## src/rtl/add_seq_ctrl_pkg.sv

```systemverilog
// add_seq_ctrl_pkg: shared state encoding and byte width for the add/sub sequencer
package add_seq_ctrl_pkg;
  typedef enum logic [1:0] {IDLE = 2'd0, RUN = 2'd1, DONE = 2'd2} state_t;
  localparam int BYTE = 8;
endpackage

```

## src/rtl/add_seq_ctrl_if.sv

```systemverilog
// add_seq_ctrl_if: operand request and result handshakes of the add/sub sequencer
interface add_seq_ctrl_if #(parameter int WIDTH = 32);
  logic             in_valid;
  logic             in_ready;
  logic [WIDTH-1:0] in_a;
  logic [WIDTH-1:0] in_b;
  logic             in_sub;
  logic             out_valid;
  logic             out_ready;
  logic [WIDTH-1:0] out_sum;
  logic             out_cout;
  logic             out_ovf;
  logic             out_zero;
  modport master (output in_valid, in_a, in_b, in_sub, out_ready,
                  input in_ready, out_valid, out_sum, out_cout, out_ovf, out_zero);
  modport slave (input in_valid, in_a, in_b, in_sub, out_ready,
                 output in_ready, out_valid, out_sum, out_cout, out_ovf, out_zero);
endinterface

```

## src/rtl/add_seq_ctrl_add8_cin.sv

```systemverilog
// add8_cin: 8-bit ripple adder slice with carry-in, exposing carry into bit 7 for overflow
module add8_cin (
  input  logic [7:0] a,
  input  logic [7:0] b,
  input  logic       cin,
  output logic [7:0] s,
  output logic       c7,
  output logic       cout
);
  logic [8:0] c;
  assign c[0] = cin;
  for (genvar i = 0; i < 8; i++) begin : g_fa
    assign s[i]   = a[i] ^ b[i] ^ c[i];
    assign c[i+1] = (a[i] & b[i]) | (c[i] & (a[i] ^ b[i]));
  end
  assign c7   = c[7];
  assign cout = c[8];
endmodule

```

## src/rtl/add_seq_ctrl.sv

```systemverilog
// add_seq_ctrl: byte-serial add/subtract sequencer sharing one 8-bit slice, LSB byte first
module add_seq_ctrl
  import add_seq_ctrl_pkg::*;
#(
  parameter int WIDTH = 32
) (
  input logic clk,
  input logic rst_n,
  add_seq_ctrl_if.slave bus
);
  localparam int NBYTES = WIDTH / BYTE;
  localparam int CW = NBYTES > 1 ? $clog2(NBYTES) : 1;
  state_t state, state_nx;
  logic [1:0] rst_sync;
  logic rst_i_n;
  logic [WIDTH-1:0] a_r, b_r, sum_r;
  logic [CW-1:0] cnt;
  logic carry, zacc, cout_r, ovf_r, zero_r;
  logic [BYTE-1:0] s;
  logic c7, cout;
  logic last;
  // async assert, deassert released through two flops
  always_ff @(posedge clk or negedge rst_n)
    if (!rst_n) rst_sync <= 2'b00;
    else rst_sync <= {rst_sync[0], 1'b1};
  assign rst_i_n = rst_sync[1];
  assign last = cnt == CW'(NBYTES - 1);
  add8_cin u_add8 (
    .a(a_r[cnt*BYTE +: BYTE]), .b(b_r[cnt*BYTE +: BYTE]), .cin(carry),
    .s(s), .c7(c7), .cout(cout)
  );
  always_ff @(posedge clk or negedge rst_i_n)
    if (!rst_i_n) state <= IDLE;
    else state <= state_nx;
  always_comb begin
    state_nx = state;
    case (state)
      IDLE: state_nx = bus.in_valid ? RUN : IDLE;
      RUN: state_nx = last ? DONE : RUN;
      DONE: state_nx = bus.out_ready ? IDLE : DONE;
      default: state_nx = IDLE;
    endcase
  end
  always_ff @(posedge clk or negedge rst_i_n)
    if (!rst_i_n) begin
      a_r <= '0;
      b_r <= '0;
      sum_r <= '0;
      cnt <= '0;
      carry <= 1'b0;
      zacc <= 1'b0;
      cout_r <= 1'b0;
      ovf_r <= 1'b0;
      zero_r <= 1'b0;
    end else if (state == IDLE && bus.in_valid) begin
      a_r <= bus.in_a;
      b_r <= bus.in_sub ? ~bus.in_b : bus.in_b;
      carry <= bus.in_sub;
      cnt <= '0;
      zacc <= 1'b1;
    end else if (state == RUN) begin
      sum_r[cnt*BYTE +: BYTE] <= s;
      carry <= cout;
      zacc <= zacc & (s == '0);
      cnt <= cnt + 1'b1;
      // flags are published only once the final byte has been added
      if (last) begin
        cout_r <= cout;
        ovf_r <= c7 ^ cout;
        zero_r <= zacc & (s == '0);
      end
    end
  assign bus.in_ready = state == IDLE;
  assign bus.out_valid = state == DONE;
  assign bus.out_sum = sum_r;
  assign bus.out_cout = cout_r;
  assign bus.out_ovf = ovf_r;
  assign bus.out_zero = zero_r;
endmodule

```

## src/flat_wrapper.sv

```systemverilog
// flat-port wrapper written by rule: the top's interface ports become plain ports
module add_seq_ctrl_flat import add_seq_ctrl_pkg::*;
#(
  parameter int WIDTH = 32
)
  (clk, rst_n, bus_in_valid, bus_in_a, bus_in_b, bus_in_sub, bus_out_ready, bus_in_ready, bus_out_valid, bus_out_sum, bus_out_cout, bus_out_ovf, bus_out_zero);
  add_seq_ctrl_if #(.WIDTH(WIDTH)) bus_i ();
  input logic clk;
  input logic rst_n;
  input wire logic [$bits(bus_i.in_valid)-1:0] bus_in_valid;
  input wire logic [$bits(bus_i.in_a)-1:0] bus_in_a;
  input wire logic [$bits(bus_i.in_b)-1:0] bus_in_b;
  input wire logic [$bits(bus_i.in_sub)-1:0] bus_in_sub;
  input wire logic [$bits(bus_i.out_ready)-1:0] bus_out_ready;
  output wire logic [$bits(bus_i.in_ready)-1:0] bus_in_ready;
  output wire logic [$bits(bus_i.out_valid)-1:0] bus_out_valid;
  output wire logic [$bits(bus_i.out_sum)-1:0] bus_out_sum;
  output wire logic [$bits(bus_i.out_cout)-1:0] bus_out_cout;
  output wire logic [$bits(bus_i.out_ovf)-1:0] bus_out_ovf;
  output wire logic [$bits(bus_i.out_zero)-1:0] bus_out_zero;
  assign bus_i.in_valid = bus_in_valid;
  assign bus_i.in_a = bus_in_a;
  assign bus_i.in_b = bus_in_b;
  assign bus_i.in_sub = bus_in_sub;
  assign bus_i.out_ready = bus_out_ready;
  assign bus_in_ready = bus_i.in_ready;
  assign bus_out_valid = bus_i.out_valid;
  assign bus_out_sum = bus_i.out_sum;
  assign bus_out_cout = bus_i.out_cout;
  assign bus_out_ovf = bus_i.out_ovf;
  assign bus_out_zero = bus_i.out_zero;
  add_seq_ctrl #(.WIDTH(WIDTH)) u_core (.clk(clk), .rst_n(rst_n), .bus(bus_i));
endmodule
```

## config.mk

```make
export PLATFORM = sky130hd
export DESIGN_NAME = add_seq_ctrl_flat
export DESIGN_NICKNAME = d
export VERILOG_FILES = /design/src/rtl/add_seq_ctrl_pkg.sv /design/src/rtl/add_seq_ctrl_if.sv /design/src/rtl/add_seq_ctrl_add8_cin.sv /design/src/rtl/add_seq_ctrl.sv /design/src/flat_wrapper.sv
export SDC_FILE = /design/constraint.sdc
export NUM_CORES = 1
export LEC_CHECK = 0
export BUFFER_PORTS_ARGS = -buffer_cell sky130_fd_sc_hd__buf_2
export CAP_MARGIN = 20
export CORE_ASPECT_RATIO = 1.75
export CORE_MARGIN = 4
export CORE_UTILIZATION = 53
export CTS_CLUSTER_DIAMETER = 50
export CTS_CLUSTER_SIZE = 10
export DETAILED_ROUTE_END_ITERATION = 12
export HOLD_SLACK_MARGIN = 0.05
export PLACE_DENSITY = 0.78
export SKIP_LAST_GASP = 1
export SLEW_MARGIN = 20
export SYNTH_ARGS = -nofsm -noshare
export SYNTH_HDL_FRONTEND = slang
export SYNTH_SLANG_ARGS = --single-unit
```

## constraint.sdc

```tcl
create_clock -name clk -period 7.65 [get_ports clk]
set_input_delay 1.53 -clock clk [delete_from_list [all_inputs] [get_ports clk]]
set_output_delay 1.53 -clock clk [all_outputs]
set_load 0.005 [all_outputs]
```

==> metrics.md <==
| Metric | Value |
|---|---|
| Nets | `558` |
| Main synth FF type | `dfrtp_1` |
| Post-CTS Setup Bufs | `0` |
| P_leak | `2.66 nW` |
| Total congestion overflow | `0` |
| Clk_skew | `0.00742 ns` |
| CP max stage delay | `0.79 ns` |
| Worst Path Buf+Inv | `4` |
| Slew @ Worst Pin | `0.972 ns` |
| Post-synthesis sequential area ratio | `53.9%` |
| Initial drt markers | `135` |
| Final setup viols | `0` |
| Skew-Pair Late Insertion Delay | `0.34 ns` |
| Post-synth ARST share | `100%` |
| FILL cells | `730` |
| Power Internal | `1.71 mW` |
| Worst vdd ir | `0.000314 V` |
| Setup CP Type | `reg -> reg` |
| F_max | `202 MHz` |
| Crit. End Element | `register` |
| # diodes | `0` |
| CTS Hold Bufs | `0` |
| Core area | `0.00909 mm2` |
| Via count | `3,266` |
| Final Max Slew Viols | `0` |
| Die ar. | `0.0111 mm2` |
| H-tree Lvls | `3` |
| Number of synthesized flops with an enable pin | `0` |
| Synth Warn # | `0` |
| Routability Congestion | `0.833` |
| Synth top area share | `53.9%` |
| Most frequent cell after synthesis | `dfrtp_1` |
| Tot GR Track Use | `20.9%` |
| Comb pwr share | `49.3%` |
| CTS tree | `done` |
| Syn-to-layout area delta | `17.4%` |
| Mapped Nets | `460` |
| Clock network power share | `16.1%` |
| Root Buffer | `clkbuf_16` |
| Post-synth top area cell | `dfrtp_1` |
| Post-DP HPWL | `8.07 mm` |
| Largest fanout on the critical path | `14` |
| IO Pins | `106` |
| CP Data Required Time | `7.91 ns` |
| Initial antenna violation count | `0` |
| Vias per cell | `5.44` |
| Arr. time, crit path | `5.21 ns` |
| Most frequent CP cell | `fa_1` |
| Wire per inst | `18.0 um` |
| TritonCTS Buffers | `9` |
| Resize count post-CTS | `0` |
| Unique masters post-synth | `33` |
| Largest net degree at the start of global routing | `97` |
| CTS clk-pin slew, worst paths | `0.07 ns` |
| Switch Pwr | `1.13 mW` |
| FP Rows | `46` |
| Initial Util | `54.7%` |
| Setup_tns | `0 ns` |
| Commonest cells in the netlist | `dfrtp_1, nor2_1, a21oi_1` |
| Hold WC Path Type | `reg -> async` |
| I/O Buffers | `105` |
| CTS Buffer Depth | `2` |
| Final count of hold timing violations | `0` |
| Maxcap violations | `0` |
| Pwr Density | `487 mW/mm2` |
| DRT antenna net count | `0` |
| Drt pass-1 iters | `4` |
| Critical-path cell list | `mux4_2 -> fa_1 -> fa_1 -> inv_1 -> fa_1 -> fa_1 -> inv_1 -> fa_1 -> inv_1 -> fa_1 -> inv_1 -> fa_1 -> fa_1 -> nor3_1 -> nand4_1 -> o21ai_0` |
| First-pass GRT wire length | `17.2 mm` |
| Sw Ratio | `39.8%` |
| RSZ-0062 raised after global routing | `false` |
| Netlist area before placement | `0.00497 mm2` |
| Vias in the first global route | `3,384` |
| CTS Sinks | `107` |
| Post-synthesis cell count | `377` |
| Die width | `81.2 um` |
| Cell family with most CP delay | `adder cells` |
| # DRC | `0` |
| Die height | `136 um` |
| Fin util | `64.2%` |
| Synth area leaders | `dfrtp_1, mux2_2, mux4_2` |
| Setup crit start | `u_core.cnt[0]$_DFFE_PN0P_` |
| Reg-to-Reg Start | `u_core.cnt[0]$_DFFE_PN0P_` |
| Share of cells above drive strength 1 | `37.3%` |
| Flop and latch count out of synthesis | `107` |
| Final Power | `2.85 mW` |
| Detailed Route WL | `10.8 mm` |
| Fin cells | `600` |
| Crit start category | `register` |
| Final min period | `4.96 ns` |
| Post-Place Cells | `584` |
| Avg Cell Area, Syn | `13.2 um2` |
| Crit-path slowest cell | `dfrtp_1` |
| Slew HR | `35.2%` |
| Final period util | `64.8%` |
| Sequential Power Share | `34.6%` |
| Status | `complete, no violations` |
-- routing by layer --
| metal | global-route usage, % | up-vias | share of wire (%) |
|---|---|---|---|
| li1 | - | 1527 | - |
| met1 | 23.8 | 1630 | 36 |
| met2 | 38.3 | 92 | 57 |
| met3 | 2.19 | 17 | 4.3 |
| met4 | 9.68 | 0 | 2.5 |
| met5 | 0 | - | 0 |
-- through the flow --
step	setup slack [ns]	area [um2]	hold WS [ns]
floorplan	3.05	4970	0.331
global placement	2.82	5540	0.216
finish	2.69	5840	0.216
detailed placement	2.66	5540	0.218
global route	2.30	5840	0.246
CTS	2.62	5830	0.227
-- path summary, 6_finish.rpt --
| kind | to | slack, ns | cells after the start |
|---|---|---|---|
| min in group clk | u_core.rst_sync[1]$_DFF_PN0_ | 0.35 | 0 |
| hold reg to reg | u_core.a_r[15]$_DFFE_PN0P_ | 0.22 | 0 |
| hold / removal | u_core.a_r[15]$_DFFE_PN0P_ | 0.22 | 0 |
| max in group asynchronous | u_core.b_r[25]$_DFFE_PN0P_ | 6.42 | 1 |
| setup reg to reg | u_core.bus.out_zero$_DFFE_PN0P_ | 2.69 | 16 |
| setup / recovery | u_core.bus.out_zero$_DFFE_PN0P_ | 2.69 | 16 |
-- placed cells by master (no fill, tap or decap), types with 2 or more instances in the layout --
cell type | Yosys | routed
clkbuf_1 | 1 | 2
buf_4 | 9 | 3
or4_4 | 2 | 2
dfrtp_1 | 107 | 106
mux4_2 | 16 | 16
clkinvlp_4 | 0 | 2
nand2_1 | 10 | 10
clkbuf_16 | 0 | 9
xnor2_1 | 33 | 33
buf_2 | 9 | 105
nor2b_1 | 2 | 2
nor4_2 | 2 | 2
a22o_1 | 21 | 21
mux2_2 | 33 | 33
o2bb2ai_1 | 12 | 12
fa_1 | 8 | 8
inv_1 | 14 | 14
nand4_1 | 3 | 3
and4_1 | 2 | 2
a21oi_1 | 34 | 34
nor2_1 | 35 | 35
o21ai_0 | 5 | 5
ha_1 | 6 | 6
-- cells by family after synthesis --
group                    synth area share [%]
AO/OA/AOI/OAI                            10.0
other                                  0.0754
multiplexers                             14.9
buffers and inverters                    3.93
XOR/XNOR                                 5.81
adder cells (fa/ha/maj)                  4.73
AND/OR/NAND/NOR                          6.62
flip-flops                               53.9
-- power by group through the flow --
stage / combinational, mW / sequential (mW) / clock, mW
finish: 1.40 / 0.986 / 0.458
global route: 1.52 / 1.02 / 0.486
CTS: 1.41 / 0.989 / 0.466
detailed placement: 1.41 / 0.996 / 0
global placement: 1.35 / 0.980 / 0
floorplan: 1.03 / 0.923 / 0
-- area by class of cell --
| type | count | area, um2 | area share (%) |
|---|---|---|---|
| flip-flops and latches | 107 | 2680 | 45.9 |
| multi-input cells | 234 | 2100 | 35.9 |
| repair buffers | 109 | 559 | 9.58 |
| clock buffers | 12 | 246 | 4.22 |
| well taps | 120 | 150 | 2.57 |
| inverters | 14 | 52.6 | 0.900 |
| clock inverters | 4 | 50.0 | 0.857 |
-- registers in the layout, summed over array words and instances (netlist names) --
register / count
u_core.bus.out_zero: 1
u_core.zacc: 1
u_core.b_r: 32
u_core.a_r: 32
u_core.cnt: 2
u_core.bus.out_cout: 1
u_core.rst_sync: 2
u_core.bus.out_ovf: 1
u_core.bus.out_sum: 32
u_core.carry: 1
u_core.state: 2
Power figures use the tool's default switching activity.
